===== config.mk =====
export PLATFORM = sky130hd
export DESIGN_NAME = ibuffer_warp_queue
export DESIGN_NICKNAME = d
export VERILOG_FILES = /design/src/rtl/ib_pkg.sv /design/src/rtl/ib_warp_fifo.sv /design/src/rtl/ibuffer_warp_queue.sv
export SDC_FILE = /design/constraint.sdc
export NUM_CORES = 2
export LEC_CHECK = 0
export CAP_MARGIN = 20
export CORE_ASPECT_RATIO = 1.5
export CORE_MARGIN = 10
export CORE_UTILIZATION = 29
export DETAILED_ROUTE_END_ITERATION = 12
export PLACE_DENSITY = 0.48
export SYNTH_ARGS = -nofsm -noshare
export SYNTH_HDL_FRONTEND = slang
export SYNTH_HIERARCHICAL = 1
export SYNTH_SLANG_ARGS = --single-unit

===== constraint.sdc =====
create_clock -name clk -period 20.5 [get_ports clk]
set_input_delay 3.075 -clock clk [delete_from_list [all_inputs] [get_ports clk]]
set_output_delay 3.075 -clock clk [all_outputs]
set_load 0.01 [all_outputs]

===== src/rtl/ib_pkg.sv =====
`default_nettype none
// +----------------------------------------------------------------------+
// | ib_pkg                                                               |
// | Shared types and constants for the per-warp instruction buffer.      |
// | Revision: 1.0                                                        |
// +----------------------------------------------------------------------+
package ib_pkg;

  localparam int NUM_WARPS = 8;
  localparam int IB_DEPTH  = 4;

  localparam logic [3:0] c_ALU_ADD = 4'h0;
  localparam logic [3:0] c_ALU_SUB = 4'h1;
  localparam logic [3:0] c_ALU_AND = 4'h2;
  localparam logic [3:0] c_ALU_OR  = 4'h3;
  localparam logic [3:0] c_ALU_XOR = 4'h4;
  localparam logic [3:0] c_ALU_SLL = 4'h5;
  localparam logic [3:0] c_ALU_SRL = 4'h6;
  localparam logic [3:0] c_ALU_SRA = 4'h7;
  localparam logic [3:0] c_ALU_SLT = 4'h8;
  localparam logic [3:0] c_ALU_MUL = 4'h9;

  // Instr occupies the top 32 bits of the packed entry.
  typedef struct packed {
    logic [31:0] Instr;
    logic [4:0]  Src1;
    logic [4:0]  Src2;
    logic [4:0]  Dst;
    logic [15:0] Imme;
    logic [3:0]  ALUop;
    logic        RegWrite;
    logic        MemWrite;
    logic        MemRead;
    logic        Exit;
    logic        Shared_Globalbar;
    logic        Src1_Valid;
    logic        Src2_Valid;
    logic        Imme_Valid;
    logic        BEQ;
    logic        BLT;
  } entry_t;

  localparam int ENTRY_W = $bits(entry_t);

endpackage
`default_nettype wire


===== src/rtl/ib_warp_fifo.sv =====
`default_nettype none
// +----------------------------------------------------------------------+
// | ib_warp_fifo                                                         |
// | Single-warp FIFO: two ordered write lanes, one pop, flush.           |
// | Revision: 1.0                                                        |
// +----------------------------------------------------------------------+
module ib_warp_fifo #(
  parameter int DEPTH   = 4,
  parameter int ENTRY_W = 77,
  parameter int CNT_W   = $clog2(DEPTH) + 1
) (
  input  logic               clk,
  input  logic               rst_n,
  input  logic               wr0_en,
  input  logic [ENTRY_W-1:0] wr0_data,
  input  logic               wr1_en,
  input  logic [ENTRY_W-1:0] wr1_data,
  input  logic               pop_req,
  input  logic               flush,
  output logic [ENTRY_W-1:0] head_data,
  output logic [CNT_W-1:0]   count,
  output logic               pop,
  output logic               overflow
);
  import ib_pkg::*;

  localparam int PTR_W = $clog2(DEPTH);

  logic [ENTRY_W-1:0] r_mem [DEPTH];
  logic [PTR_W-1:0]   r_rd_ptr;
  logic [PTR_W-1:0]   r_wr_ptr;
  logic [CNT_W-1:0]   r_count;

  logic [CNT_W:0]     w_space;
  logic               w_acc0;
  logic               w_acc1;
  logic [PTR_W-1:0]   w_wr1_slot;

  assign pop = pop_req && (r_count != '0) && !flush;

  // Space counts the slot freed by this cycle's pop.
  assign w_space = (CNT_W+1)'(DEPTH) - {1'b0, r_count} + {{CNT_W{1'b0}}, pop};

  // Lane 1 only fits if there is room left after lane 0.
  assign w_acc0     = wr0_en && !flush && (w_space != '0);
  assign w_acc1     = wr1_en && !flush && (w_space > {{CNT_W{1'b0}}, w_acc0});
  assign w_wr1_slot = r_wr_ptr + {{(PTR_W-1){1'b0}}, w_acc0};
  assign overflow   = !flush && ((wr0_en && !w_acc0) || (wr1_en && !w_acc1));

  assign head_data = r_mem[r_rd_ptr];
  assign count     = r_count;

  always_ff @(posedge clk or negedge rst_n) begin
    if (!rst_n) begin
      r_rd_ptr <= '0;
      r_wr_ptr <= '0;
      r_count  <= '0;
    end else if (flush) begin
      r_rd_ptr <= '0;
      r_wr_ptr <= '0;
      r_count  <= '0;
    end else begin
      r_rd_ptr <= r_rd_ptr + {{(PTR_W-1){1'b0}}, pop};
      r_wr_ptr <= r_wr_ptr + {{(PTR_W-1){1'b0}}, w_acc0} + {{(PTR_W-1){1'b0}}, w_acc1};
      r_count  <= r_count + {{(CNT_W-1){1'b0}}, w_acc0} + {{(CNT_W-1){1'b0}}, w_acc1}
                  - {{(CNT_W-1){1'b0}}, pop};
    end
  end

  always_ff @(posedge clk) begin
    if (w_acc0) r_mem[r_wr_ptr]   <= wr0_data;
    if (w_acc1) r_mem[w_wr1_slot] <= wr1_data;
  end

endmodule
`default_nettype wire


===== src/rtl/ibuffer_warp_queue.sv =====
`default_nettype none
// +----------------------------------------------------------------------+
// | ibuffer_warp_queue                                                   |
// | Per-warp decoded-instruction buffer between decode and issue.        |
// | Revision: 1.0                                                        |
// +----------------------------------------------------------------------+
module ibuffer_warp_queue #(
  parameter int NUM_WARPS = ib_pkg::NUM_WARPS,
  parameter int DEPTH     = ib_pkg::IB_DEPTH,
  parameter int ENTRY_W   = ib_pkg::ENTRY_W
) (
  input  logic                 clk,
  input  logic                 rst_n,
  input  logic [ENTRY_W-1:0]   Entry_ID0_IB,
  input  logic [ENTRY_W-1:0]   Entry_ID1_IB,
  input  logic [NUM_WARPS-1:0] Valid_ID0_IB,
  input  logic [NUM_WARPS-1:0] Valid_ID1_IB,
  input  logic [NUM_WARPS-1:0] Flush_Warp,
  input  logic [NUM_WARPS-1:0] Issue_Grant,
  output logic [ENTRY_W-1:0]   Head_Entry_IB_Issue,
  output logic                 Head_Valid_IB_Issue,
  output logic [NUM_WARPS-1:0] Ready_IB_Sched,
  output logic [NUM_WARPS-1:0] Full_IB_IF,
  output logic                 Overflow_Err
);
  import ib_pkg::*;

  localparam int CNT_W = $clog2(DEPTH) + 1;

  logic [ENTRY_W-1:0]   w_fifo_head [NUM_WARPS];
  logic [CNT_W-1:0]     w_count     [NUM_WARPS];
  logic [NUM_WARPS-1:0] w_pop;
  logic [NUM_WARPS-1:0] w_ovf;
  logic [ENTRY_W-1:0]   w_head;
  logic                 r_overflow;

  for (genvar g = 0; g < NUM_WARPS; g++) begin : g_warp
    ib_warp_fifo #(
      .DEPTH   (DEPTH),
      .ENTRY_W (ENTRY_W),
      .CNT_W   (CNT_W)
    ) u_fifo (
      .clk       (clk),
      .rst_n     (rst_n),
      .wr0_en    (Valid_ID0_IB[g]),
      .wr0_data  (Entry_ID0_IB),
      .wr1_en    (Valid_ID1_IB[g]),
      .wr1_data  (Entry_ID1_IB),
      .pop_req   (Issue_Grant[g]),
      .flush     (Flush_Warp[g]),
      .head_data (w_fifo_head[g]),
      .count     (w_count[g]),
      .pop       (w_pop[g]),
      .overflow  (w_ovf[g])
    );

    assign Ready_IB_Sched[g] = (w_count[g] != '0);
    assign Full_IB_IF[g]     = (w_count[g] > CNT_W'(DEPTH - 2));
  end

  // A flushed but non-empty granted warp still shows its head, unpopped.
  always_comb begin
    w_head = '0;
    for (int w = 0; w < NUM_WARPS; w++) begin
      if (Issue_Grant[w] && (w_count[w] != '0)) w_head = w_head | w_fifo_head[w];
    end
  end

  assign Head_Entry_IB_Issue = w_head;
  assign Head_Valid_IB_Issue = |w_pop;

  always_ff @(posedge clk or negedge rst_n) begin
    if (!rst_n) r_overflow <= 1'b0;
    else        r_overflow <= r_overflow | (|w_ovf);
  end

  assign Overflow_Err = r_overflow;

  a_grant_onehot: assert property (@(posedge clk) disable iff (!rst_n) $onehot0(Issue_Grant));

endmodule
`default_nettype wire


==> reports/metrics.cfg <==
[outcome]
run_status=complete, no violations

[die]
start_util=0.291
die_width_um=560
pin_count=283
std_cell_rows=297
core_um2=436000
die_y_um=830
die_area_um2=465000

[clocking]
h-tree-depth=5
ctsRootBufferMaster=clkbuf_16
cts_setup_buffers=0
cts_resized=0
cts_buffer_depth=4
clk_pin_slew_worst_paths_ns=0.06
cts_tree=built
cts.sinks=2521
cts_made_buffers=273
clk_latency_ns=0.90
cts_hold_buf=0

[synth]
async_flop_share=0.0226
synth_nets=7231
yosysMostFrequentCell=edfxtp_1
netlist_instances=6963
synth-seq-area-share=0.595
synthesis.area_um2=127000
synthDistinctLibCells=48
synth_common_cells=edfxtp_1 (2464), mux2_2 (2160), mux4_2 (616)
syn_area_per_cell_um2=18.2
ys.flop_type=edfxtp_1
synth_top_area_frac=0.583
ys_warn_count=6
yosys-top-cells-area=edfxtp_1 (58%), mux2_2 (19%), mux4_2 (11%)
synth_edf_count=2464
ys_ff_latch=2521
yosys.area.top_type=edfxtp_1

[global_routing]
grt.overflow.total=0
grt_max_degree=79
grt_pass1_wl_um=661000
gr-usage-all-layers=0.200
grt_pass1_vias=77400
antenna_found_initial=65

[final_layout]
layout.nets=7616
fillCellCount=41600
layout-drive-gt1-share=0.491
final_core_util=0.335
area_growth_pct=15.2
final_cell_area_um2=146000

[drt]
routed_wl_um=482000
detail-route-antenna-nets=0
detail_route.wl_per_cell_um=36.0
firstDrtPassIters=5
dr_total_vias=73400
first_iter_violations=6346
vias_per_cell=5.48
drcViolationCount=0

[setup_path]
r2r_slack_ns=14.35
crit_start=Issue_Grant[7]
r2r_end=g_warp[6].u_fifo/r_mem[2][56]
critPathCapture=Head_Entry_IB_Issue[6]
end_kind=primary output
r2r-start=g_warp[6].u_fifo/count[0]
required_ns=17.43
ff2ff_path_depth=15
cp-start-kind=input port
cp_max_fo=42
cp.arrival_ns=6.73
path_class=input port to primary output

[placed_design]
dpl_cell_area_um2=137000
routabilityCongestion=0.791
dp_hpwl_um=291000
port_buffers=282
dp_slack_ns=10.77

[sta]
finalCritPeriodShare=0.478
setup_viol=0
grt_setup_unrepaired=no
tightest_slew_ns=1.19
max_freq_mhz=102
finalMaxSlewViolations=0
skew_ns=0.0459
hold_violations=0
layout_setup_ws_ns=10.70
setup_tns_ns=0
min_period_ns=9.80
slew-limit-headroom=0.204

[min_path]
min_from=Overflow_Err
holdCritPathClass=register to register

[flow_run]
drv_cap=0

[power_and_ir_drop]
leakage_nw=46.5
p_total_mw=19.5
vdd_drop_max_mv=0.133
powerDensity_nw_per_um2=133

==> power by group <==
part	leakage (nW)	internal [mW]	switching, mW
Clock	4.00	2.62	2.15
Sequential	23.3	7.20	0.364
Combinational	19.2	2.64	4.48
==> cells by family (layout without fill, tap and decap cells) <==
family / count (synthesis) / in the layout / synth area share
muxes: 3080 / 3080 / 0.333
AOI/OAI and AO/OA: 438 / 438 / 0.0271
and+or+nand+nor: 248 / 248 / 0.0104
DFF: 2521 / 2521 / 0.595
adders and majority gates: 80 / 80 / 0.00884
other: 0 / 11 / 0
xor gates and xnor gates: 40 / 40 / 0.00276
buffers and inverters: 556 / 1151 / 0.0235
==> layout make-up <==
cell class,count,area [um^2],area share
multi-input combinational,3886,49100,0.336
timing repair buffer,594,5720,0.0392
clock buffer,349,7200,0.0493
clock inverter,136,1020,0.00698
tap,5830,7290,0.0499
inverter,72,270,0.00185
sequential,2521,75500,0.517
antenna,11,27.5,0.000188
==> critical path, stage by stage <==
cell,delay (ns)
clkdlybuf4s50_1,0.51
o31a_2,0.16
buf_4,0.72
buf_4,0.80
a22oi_1,0.31
nand4_1,0.28
clkdlybuf4s50_1,0.60
==> cell usage in the layout, fill, tap and decap left out, types with 10 or more instances in the layout <==
cell type / synthesis / final
clkinv_1: 0 / 66
buf_8: 1 / 12
buf_2: 248 / 18
clkbuf_1: 119 / 72
a22oi_1: 306 / 306
nor2_1: 65 / 65
buf_16: 0 / 15
edfxtp_1: 2464 / 2464
nand2_1: 37 / 37
diode_2: 0 / 11
or3_1: 12 / 12
dfrtp_1: 57 / 41
xnor2_1: 24 / 24
inv_1: 72 / 72
fa_1: 16 / 16
mux2_1: 143 / 143
bufinv_16: 0 / 10
clkdlybuf4s50_1: 0 / 263
clkinv_2: 0 / 36
nand4_1: 76 / 76
buf_4: 38 / 267
clkbuf_16: 0 / 281
mux2_4: 161 / 161
nor2b_1: 32 / 32
o21ai_0: 16 / 16
a31o_4: 0 / 16
mux4_2: 616 / 616
mux2_2: 2160 / 2160
xor2_1: 16 / 16
ha_1: 64 / 64
buf_12: 0 / 15
dfrtp_4: 0 / 16
o31ai_4: 0 / 16
==> metal layers <==
metal / wire length (um) / part of all wire / global-route usage
met5: 252 / 0.00052 / 0
met4: 21400 / 0.044 / 0.0775
met3: 25500 / 0.053 / 0.0316
met2: 254000 / 0.53 / 0.367
met1: 181000 / 0.38 / 0.232
==> through the flow <==
stage | hold WS [ns] | cells
finish | 0.632 | 13400
global route | 0.629 | 13400
CTS | 0.655 | 13400
detailed placement | 0.637 | 12900
global placement | 0.639 | 12900
floorplan | 0.505 | 6963
==> worst min-delay path by stage <==
stage                         endpoint  slack, ns  cells past startpoint
after floorplan           Overflow_Err       0.51                      2
after global placement    Overflow_Err       0.64                      2
after detailed placement  Overflow_Err       0.64                      2
after CTS                 Overflow_Err       0.65                      2
after global routing      Overflow_Err       0.63                      2
final                     Overflow_Err       0.63                      2
==> sequential cells by signal, indices dropped and copies added (netlist names) <==
name,flops
g_warp.u_fifo/r_mem,2464
g_warp.u_fifo/count,24
g_warp.u_fifo/r_rd_ptr,16
g_warp.u_fifo/r_wr_ptr,16
Overflow_Err,1
Power figures use the tool's default switching activity.
